[src/rtl/mem_arb_pkg.sv]
// Shared TinyRV1 types for the memory arbiter: FSM states, transaction type codes, request buffer layout.
// No logic; imported by the arbiter, its request buffer and the bench.
// Backpressure: not applicable.
package mem_arb_pkg;

    typedef enum logic [1:0] {
        IDLE = 2'd0,
        REQ  = 2'd1,
        RESP = 2'd2
    } state_t;

    localparam logic MEM_RD = 1'b0;
    localparam logic MEM_WR = 1'b1;

    typedef struct packed {
        logic        rw;
        logic [31:0] addr;
        logic [31:0] wdata;
    } req_t;

    localparam int REQ_W = $bits(req_t);

endpackage

[src/rtl/mem_arb_if.sv]
// Bundle of the two requester ports and the shared memory port around mem_arb.
// Latency: none (wires only).
// Backpressure: val/rdy on every channel; slave is the arbiter's view, master the environment's.
interface mem_arb_if;

    logic        req0_val;
    logic        req0_rdy;
    logic        req0_type;
    logic [31:0] req0_addr;
    logic [31:0] req0_wdata;
    logic        resp0_val;
    logic        resp0_rdy;
    logic [31:0] resp0_rdata;

    logic        req1_val;
    logic        req1_rdy;
    logic        req1_type;
    logic [31:0] req1_addr;
    logic [31:0] req1_wdata;
    logic        resp1_val;
    logic        resp1_rdy;
    logic [31:0] resp1_rdata;

    logic        mem_req_val;
    logic        mem_req_rdy;
    logic        mem_req_type;
    logic [31:0] mem_req_addr;
    logic [31:0] mem_req_wdata;
    logic        mem_resp_val;
    logic        mem_resp_rdy;
    logic [31:0] mem_resp_rdata;

    modport slave (
        input  req0_val, req0_type, req0_addr, req0_wdata, resp0_rdy,
        input  req1_val, req1_type, req1_addr, req1_wdata, resp1_rdy,
        input  mem_req_rdy, mem_resp_val, mem_resp_rdata,
        output req0_rdy, resp0_val, resp0_rdata,
        output req1_rdy, resp1_val, resp1_rdata,
        output mem_req_val, mem_req_type, mem_req_addr, mem_req_wdata, mem_resp_rdy
    );

    modport master (
        output req0_val, req0_type, req0_addr, req0_wdata, resp0_rdy,
        output req1_val, req1_type, req1_addr, req1_wdata, resp1_rdy,
        output mem_req_rdy, mem_resp_val, mem_resp_rdata,
        input  req0_rdy, resp0_val, resp0_rdata,
        input  req1_rdy, resp1_val, resp1_rdata,
        input  mem_req_val, mem_req_type, mem_req_addr, mem_req_wdata, mem_resp_rdy
    );

endinterface

[src/rtl/mem_arb_reg.sv]
// Enabled register with asynchronous clear, used as the arbiter's request buffer.
// Latency: 1 cycle from d to q when en is high.
// Backpressure: none; holds q while en is low.
module mem_arb_reg #(
    parameter int WIDTH = 65
) (
    input  logic             clk,
    input  logic             rst_n,
    input  logic             en,
    input  logic [WIDTH-1:0] d,
    output logic [WIDTH-1:0] q
);

    always_ff @(posedge clk or negedge rst_n) begin
        if (!rst_n)  q <= '0;
        else if (en) q <= d;
    end

endmodule

[src/rtl/mem_arb.sv]
// Two-port (imem/dmem) arbiter onto one memory, one transaction in flight; MEM_ARB_RR_EN selects round-robin, else dmem priority.
// Latency: accept at cycle 0, mem request at cycle 1, response at cycle 2 with zero-wait memory, next grant at cycle 3.
// Backpressure: requesters see rdy only in IDLE; mem_req_val held until mem_req_rdy; mem_resp_rdy follows the owner's resp_rdy.
module mem_arb
    import mem_arb_pkg::*;
(
    input  logic     clk,
    input  logic     rst_n,
    mem_arb_if.slave bus
);

    state_t state;
    logic   owner;
    logic   grant;
    logic   idle;
    logic   req_hs;
    req_t   req_d;
    req_t   req_q;

`ifdef MEM_ARB_RR_EN
    logic last_grant;

    // With nobody asking, the port that would win is still the one after last_grant.
    always_comb begin
        grant = ~last_grant;
        if (bus.req0_val && !bus.req1_val)      grant = 1'b0;
        else if (bus.req1_val && !bus.req0_val) grant = 1'b1;
    end
`else
    assign grant = !(bus.req0_val && !bus.req1_val);
`endif

    // rdy is qualified with rst_n so it drops the moment reset asserts.
    assign idle         = rst_n && (state == IDLE);
    assign bus.req0_rdy = idle && !grant;
    assign bus.req1_rdy = idle &&  grant;
    assign req_hs       = (bus.req0_val && bus.req0_rdy) || (bus.req1_val && bus.req1_rdy);

    assign req_d = grant ? req_t'{bus.req1_type, bus.req1_addr, bus.req1_wdata}
                         : req_t'{bus.req0_type, bus.req0_addr, bus.req0_wdata};

    mem_arb_reg #(
        .WIDTH (REQ_W)
    ) u_req_buf (
        .clk   (clk),
        .rst_n (rst_n),
        .en    (req_hs),
        .d     (req_d),
        .q     (req_q)
    );

    assign bus.mem_req_val   = (state == REQ);
    assign bus.mem_req_type  = req_q.rw;
    assign bus.mem_req_addr  = req_q.addr;
    assign bus.mem_req_wdata = req_q.wdata;

    assign bus.resp0_val    = (state == RESP) && !owner && bus.mem_resp_val;
    assign bus.resp1_val    = (state == RESP) &&  owner && bus.mem_resp_val;
    assign bus.resp0_rdata  = ((state == RESP) && !owner) ? bus.mem_resp_rdata : 32'h0;
    assign bus.resp1_rdata  = ((state == RESP) &&  owner) ? bus.mem_resp_rdata : 32'h0;
    assign bus.mem_resp_rdy = (state == RESP) && (owner ? bus.resp1_rdy : bus.resp0_rdy);

    always_ff @(posedge clk or negedge rst_n) begin
        if (!rst_n) begin
            state <= IDLE;
            owner <= 1'b0;
`ifdef MEM_ARB_RR_EN
            last_grant <= 1'b1;
`endif
        end else begin
            case (state)
                IDLE: begin
                    if (req_hs) begin
                        state <= REQ;
                        owner <= grant;
`ifdef MEM_ARB_RR_EN
                        last_grant <= grant;
`endif
                    end
                end
                REQ: begin
                    if (bus.mem_req_rdy) state <= RESP;
                end
                RESP: begin
                    if (bus.mem_resp_val && bus.mem_resp_rdy) state <= IDLE;
                end
                default: state <= IDLE;
            endcase
        end
    end

endmodule

[src/flat_wrapper.sv]
// flat-port wrapper written by rule: the top's interface ports become plain ports
module mem_arb_flat import mem_arb_pkg::*;
  (clk, rst_n, bus_req0_val, bus_req0_type, bus_req0_addr, bus_req0_wdata, bus_resp0_rdy, bus_req1_val, bus_req1_type, bus_req1_addr, bus_req1_wdata, bus_resp1_rdy, bus_mem_req_rdy, bus_mem_resp_val, bus_mem_resp_rdata, bus_req0_rdy, bus_resp0_val, bus_resp0_rdata, bus_req1_rdy, bus_resp1_val, bus_resp1_rdata, bus_mem_req_val, bus_mem_req_type, bus_mem_req_addr, bus_mem_req_wdata, bus_mem_resp_rdy);
  mem_arb_if bus_i ();
  input  logic clk;
  input  logic rst_n;
  input wire logic [$bits(bus_i.req0_val)-1:0] bus_req0_val;
  input wire logic [$bits(bus_i.req0_type)-1:0] bus_req0_type;
  input wire logic [$bits(bus_i.req0_addr)-1:0] bus_req0_addr;
  input wire logic [$bits(bus_i.req0_wdata)-1:0] bus_req0_wdata;
  input wire logic [$bits(bus_i.resp0_rdy)-1:0] bus_resp0_rdy;
  input wire logic [$bits(bus_i.req1_val)-1:0] bus_req1_val;
  input wire logic [$bits(bus_i.req1_type)-1:0] bus_req1_type;
  input wire logic [$bits(bus_i.req1_addr)-1:0] bus_req1_addr;
  input wire logic [$bits(bus_i.req1_wdata)-1:0] bus_req1_wdata;
  input wire logic [$bits(bus_i.resp1_rdy)-1:0] bus_resp1_rdy;
  input wire logic [$bits(bus_i.mem_req_rdy)-1:0] bus_mem_req_rdy;
  input wire logic [$bits(bus_i.mem_resp_val)-1:0] bus_mem_resp_val;
  input wire logic [$bits(bus_i.mem_resp_rdata)-1:0] bus_mem_resp_rdata;
  output wire logic [$bits(bus_i.req0_rdy)-1:0] bus_req0_rdy;
  output wire logic [$bits(bus_i.resp0_val)-1:0] bus_resp0_val;
  output wire logic [$bits(bus_i.resp0_rdata)-1:0] bus_resp0_rdata;
  output wire logic [$bits(bus_i.req1_rdy)-1:0] bus_req1_rdy;
  output wire logic [$bits(bus_i.resp1_val)-1:0] bus_resp1_val;
  output wire logic [$bits(bus_i.resp1_rdata)-1:0] bus_resp1_rdata;
  output wire logic [$bits(bus_i.mem_req_val)-1:0] bus_mem_req_val;
  output wire logic [$bits(bus_i.mem_req_type)-1:0] bus_mem_req_type;
  output wire logic [$bits(bus_i.mem_req_addr)-1:0] bus_mem_req_addr;
  output wire logic [$bits(bus_i.mem_req_wdata)-1:0] bus_mem_req_wdata;
  output wire logic [$bits(bus_i.mem_resp_rdy)-1:0] bus_mem_resp_rdy;
  assign bus_i.req0_val = bus_req0_val;
  assign bus_i.req0_type = bus_req0_type;
  assign bus_i.req0_addr = bus_req0_addr;
  assign bus_i.req0_wdata = bus_req0_wdata;
  assign bus_i.resp0_rdy = bus_resp0_rdy;
  assign bus_i.req1_val = bus_req1_val;
  assign bus_i.req1_type = bus_req1_type;
  assign bus_i.req1_addr = bus_req1_addr;
  assign bus_i.req1_wdata = bus_req1_wdata;
  assign bus_i.resp1_rdy = bus_resp1_rdy;
  assign bus_i.mem_req_rdy = bus_mem_req_rdy;
  assign bus_i.mem_resp_val = bus_mem_resp_val;
  assign bus_i.mem_resp_rdata = bus_mem_resp_rdata;
  assign bus_req0_rdy = bus_i.req0_rdy;
  assign bus_resp0_val = bus_i.resp0_val;
  assign bus_resp0_rdata = bus_i.resp0_rdata;
  assign bus_req1_rdy = bus_i.req1_rdy;
  assign bus_resp1_val = bus_i.resp1_val;
  assign bus_resp1_rdata = bus_i.resp1_rdata;
  assign bus_mem_req_val = bus_i.mem_req_val;
  assign bus_mem_req_type = bus_i.mem_req_type;
  assign bus_mem_req_addr = bus_i.mem_req_addr;
  assign bus_mem_req_wdata = bus_i.mem_req_wdata;
  assign bus_mem_resp_rdy = bus_i.mem_resp_rdy;
  mem_arb u_core (.clk(clk), .rst_n(rst_n), .bus(bus_i));
endmodule
[config.mk]
export PLATFORM = sky130hd
export DESIGN_NAME = mem_arb_flat
export DESIGN_NICKNAME = d
export VERILOG_FILES = /design/src/rtl/mem_arb_pkg.sv /design/src/rtl/mem_arb_if.sv /design/src/rtl/mem_arb_reg.sv /design/src/rtl/mem_arb.sv /design/src/flat_wrapper.sv
export SDC_FILE = /design/constraint.sdc
export NUM_CORES = 1
export LEC_CHECK = 0
export CAP_MARGIN = 25
export CORE_AREA = 2 2 117 119
export CTS_CLUSTER_SIZE = 16
export DETAILED_ROUTE_END_ITERATION = 16
export DIE_AREA = 0 0 119 121
export PLACE_DENSITY = 0.83
export REMOVE_ABC_BUFFERS = 1
export SYNTH_ARGS = -nofsm -noshare
export SYNTH_HDL_FRONTEND = slang
export SYNTH_SLANG_ARGS = --single-unit
[constraint.sdc]
create_clock -name clk -period 2 [get_ports clk]
set_input_delay 0.2 -clock clk [delete_from_list [all_inputs] [get_ports clk]]
set_output_delay 0.2 -clock clk [all_outputs]
set_load 0.05 [all_outputs]
### After elaboration in Yosys (flattened, before gate mapping)

Index checks and enable logic that the tools add are counted.

* logic and storage cells: 35
* input port bits: 170
* flip-flop bits (word level): 68
* output and inout bits: 135

* reductions and logical operators: 19
* equality and inequality tests: 5
* muxes and demuxes: 8

Operators by type and width (number)
* 65-bit 2-to-1 mux: 1
* 32-bit 2-to-1 mux: 2
* 1-bit logical AND: 12
* 2-bit 2-to-1 mux: 3
* 2-bit one-hot mux with 3 select lines: 1
* 2-bit != test, second input constant: 2
* 1-bit zero test: 3
* 3-bit AND reduction: 1
* 2-bit by 1-bit == test with 1-bit output, second input constant: 1
* 2-bit == test, second input constant: 1
* 2-bit zero test: 1
* 2-bit by 1-bit != test with 1-bit output, second input constant: 1
* 2-bit AND reduction: 1
* 1-bit logical OR: 1
* 1-bit 2-to-1 mux: 1

### Depth between registers and ports, before layout

* depth after elaboration: 8
* depth in mapped cells: 5
* depth with buffers taken out: 3

### Hierarchy

From an unflattened synthesis, not the netlist that was laid out.

* cells, all modules: 303
* area, all modules: 4151.5 µm²

By module, submodules not included
* mem_arb_reg: cells each 137, instances 1, sequential area each 1626.6 µm², area each 2618.8 µm²
* mem_arb: cells each 166, instances 1, sequential area each 75.1 µm², area each 1532.7 µm²

### Worst setup path after synthesis

No wires, ideal clock.

* kind: register to output
* start point: register u_core.state[0]
* end point: output port bus_resp1_rdata[10]
* data required time: 1800 ps
* cell stages (with the launch flop): 5
* arrival: 1416 ps
* path buffers: 1
* path slack: 384 ps
* cell sequence: dfrtp_1 > nand2b_1 > nor2_1 > clkbuf_1 > and2_1

* cells in the longest elaborated chain, start to end: 3

RTL lines
* start, declared: line mem_arb.sv:12 `state_t state;`
* start signal, assigned: line mem_arb.sv:65 `state <= IDLE;`
* start signal, assigned: line mem_arb.sv:74 `state <= REQ;`
* start signal, assigned: line mem_arb.sv:82 `if (bus.mem_req_rdy) state <= RESP;`
* 2-bit == test: line mem_arb.sv:60 `assign bus.resp1_rdata = ((state == RESP) && owner) ? bus.mem_resp_rdata : 32'h0;`
* 1-bit logical AND: line mem_arb.sv:60
* 32-bit 2-to-1 mux: line mem_arb.sv:60
* end, declared: line flat_wrapper.sv:25 `output wire logic [$bits(bus_i.resp1_rdata)-1:0] bus_resp1_rdata;`

Every way passes these cells.

### Final worst setup path

* start point: input port rst_n
* end point: register u_core.u_req_buf.q[7]

* cells in the longest elaborated chain, start to end: 4
* elaborated cells between the ends (all ways): 6
* classes of those cells: reduce/logical: 6

RTL lines
* start, declared: line flat_wrapper.sv:6 `input logic rst_n;`
* 1-bit logical AND *: line mem_arb.sv:34 `assign idle = rst_n && (state == IDLE);`
* 1-bit logical AND, on equally long branches: line mem_arb.sv:35, mem_arb.sv:36
* 1-bit logical AND: line mem_arb.sv:37 `assign req_hs = (bus.req0_val && bus.req0_rdy) || (bus.req1_val && bus.req1_rdy);`
* 1-bit logical OR *: line mem_arb.sv:37
* end signal, assigned: line mem_arb_reg.sv:15 `if (!rst_n) q <= '0;`
* end signal, assigned: line mem_arb_reg.sv:16 `else if (en) q <= d;`
* end, declared: line mem_arb_reg.sv:11 `output logic [WIDTH-1:0] q`

Every way passes the cells marked *; elsewhere a longest branch is shown, timed or not.
A chain may end at the register's enable or synchronous reset.

==> run metrics <==
largest fanout on the critical path=34; number of diodes=0; area leader, netlist=dfrtp_1; max incr delay on CP=540 ps; Max Fclk=525 MHz; clock tree buffer depth=2; first-pass GRT wire length=20.7 mm; crit share post-route=95.3%; share of layout cells above drive strength 1=32.8%; EDFF count, synth=0; Internal Power=0.00609 W; slew at the pin closest to its max-slew limit=557 ps; WL final=13.8 mm; number of I/O port buffers=304; Vias per Instance=4.50; initial antenna violation count=1; htree depth=3; Clock Power Share=13.0%; die area=14400 um2; required time of the critical path=2210 ps; maxcap violations=0; total setup buffers inserted after CTS=0; Slowest-stage cell, CP=dlygate4sd3_1; worst hold slack=478 ps; DR DRC count=0; GRT Total Usage=18.9%; Finished Core Util=62.2%; Yosys top cell area share=43.4%; most frequent cell after synthesis=mux2_2; min-delay worst type=in2reg; Clock Skew=7.00 ps; Setup-failing EPs final=0; Final min period=1910 ps; CTS sink cnt=68; CP Class=in2reg; Gate Count Post-Synth=303; Initial Util=30.0%; Final ANT Viol Nets=0; status=finished, final reports clean; Final Instance Count excl. Fillers=791; sw frac=46.4%; core box area=13100 um2; largest net degree at the start of global routing=45; fillers=964; die width=119 um; drt wl/cell=17.5 um; WP data arrival=2110 ps; top cells by count, synth=mux2_2, dfrtp_1, and2_1; final hold violation count=0; drt first-iter violations=91; Synth Cell Area=3920 um2; max_slew headroom=62.9%; Clock Latency Late Sink=330 ps; vias in the first global route=3883; CTS root buffer=clkbuf_16; register share of total power=21.7%; Leak=3.34 nW; routed via count=3558; placed insts=774; total gr overflow=0; CTS tree=done; Synth cell types=20; Worst-path clk slew=50 ps; pins over their slew limit=0; startpoint types=input port; area grow syn2layout=108%; Synth area leaders=dfrtp_1, mux2_2, and2_1; Main synth FF type=dfrtp_1; crit path cell chain=dlygate4sd3_1 -> buf_2 -> nor3b_2 -> o21a_4 -> buf_12 -> mux2_2; # IOs=305; Critical Path End Type=flop; DP Area=7840 um2; combinational cell fraction of total power=65.3%; 1st-pass router iterations=3; final net count=780; final std cell area, no fill=8140 um2; Mean Syn Cell Area=12.9 um2; RSZ-0062 raised after global routing=false; Switch Pwr=0.00528 W; site row count=42; cts bufs inserted=9; PwrDens=1400 nW/um2; worst vdd ir=0.550 mV; Synth async-reset ratio=100%; Ys Warns=0; HPWL after DPL=11.5 mm; overall power=0.0114 W; Placer Congestion=0.784; Seq cells post-synth=68; Die Ht=121 um; sequential area share after synthesis=43.4%
worst paths after layout:
kind	slack, ps	from	depth (start not counted)	endpoint
max	90	rst_n	6	u_core.u_req_buf.q[7]$_DFFE_PN0P_
max reg2reg	300	u_core.state[0]$_DFFE_PN0P_	4	u_core.u_req_buf.q[7]$_DFFE_PN0P_
min reg2reg	500	u_core.u_req_buf.q[55]$_DFFE_PN0P_	1	u_core.u_req_buf.q[55]$_DFFE_PN0P_
min	480	bus_mem_req_rdy	3	u_core.state[1]$_DFFE_PN0P_
max in group asynchronous	570	rst_n	4	u_core.u_req_buf.q[24]$_DFFE_PN0P_
min in group asynchronous	540	rst_n	3	u_core.u_req_buf.q[36]$_DFFE_PN0P_
flip-flops by register name (all words and copies together), names as in the netlist:
register,count
u_core.u_req_buf.q,65
u_core.owner,1
u_core.state,2
final cells by class:
cell class / instances / area [um2] / area share, %
inverters: 2 / 7.51 / 0.0922
clock inverters: 3 / 21.3 / 0.261
clock buffers: 13 / 260 / 3.20
multi-input cells: 213 / 2070 / 25.4
well taps: 176 / 220 / 2.71
flip-flops and latches: 68 / 1700 / 20.9
repair buffers: 316 / 3860 / 47.4
metrics by stage:
stage	setup TNS, ps	setup WS (ps)
floorplan	-64000	-1000
finish	0	93.5
detailed placement	0	68.3
global placement	0	82.0
global route	0	20.4
CTS	0	60.9
critical path: cells and delay by family:
kind | cells | cell delay, ps
mux | 1 | 360
simple gates | 1 | 330
buf+inv | 3 | 960
compound gates | 1 | 230
cell usage in the layout (no fill, tap or decap), drive strengths merged:
cell type and count:
a21o 1, a22o 1, and2 67, buf 83, clkbuf 13, clkdlybuf4s50 232
clkinv 2, clkinvlp 1, dfrtp 68, dlygate4sd3 1, inv 2, mux2 130
mux2i 1, nand2 2, nand2b 2, nor2 3, nor2b 3, nor3b 1
o21a 1, o21ai 1
kinds of logic (layout without fill, tap and decap cells):
family | after synthesis | count (layout) | share of synthesized area [%]
simple gates | 78 | 78 | 12.5
flops | 68 | 68 | 43.4
mux | 131 | 131 | 39.4
compound gates | 4 | 4 | 0.734
buf+inv | 22 | 334 | 3.99
power groups by stage:
stage / Sequential (W) / Clock, W / Combinational [W]
global route: 0.00256 / 0.00157 / 0.00767
global placement: 0.00245 / 0 / 0.00739
CTS: 0.00249 / 0.00151 / 0.00749
detailed placement: 0.00250 / 0 / 0.00748
finish: 0.00247 / 0.00148 / 0.00742
floorplan: 0.00483 / 0 / 0.00207
what timing repair did:
item,in CTS,in global routing
endpoints found under the setup margin,0,1
hold buffers,1,0
resized for setup,0,1
hold endpoints to repair,19,0
metal layers:
metal / track usage, % / wire length, um / vias up
met5: 0 / 13 / -
met4: 6.77 / 231 / 2
met3: 7.00 / 1360 / 17
met2: 37.2 / 7650 / 187
met1: 17.5 / 4580 / 1696
li1: - / - / 1656
Note: power is estimated with default switching activity, not from simulation.
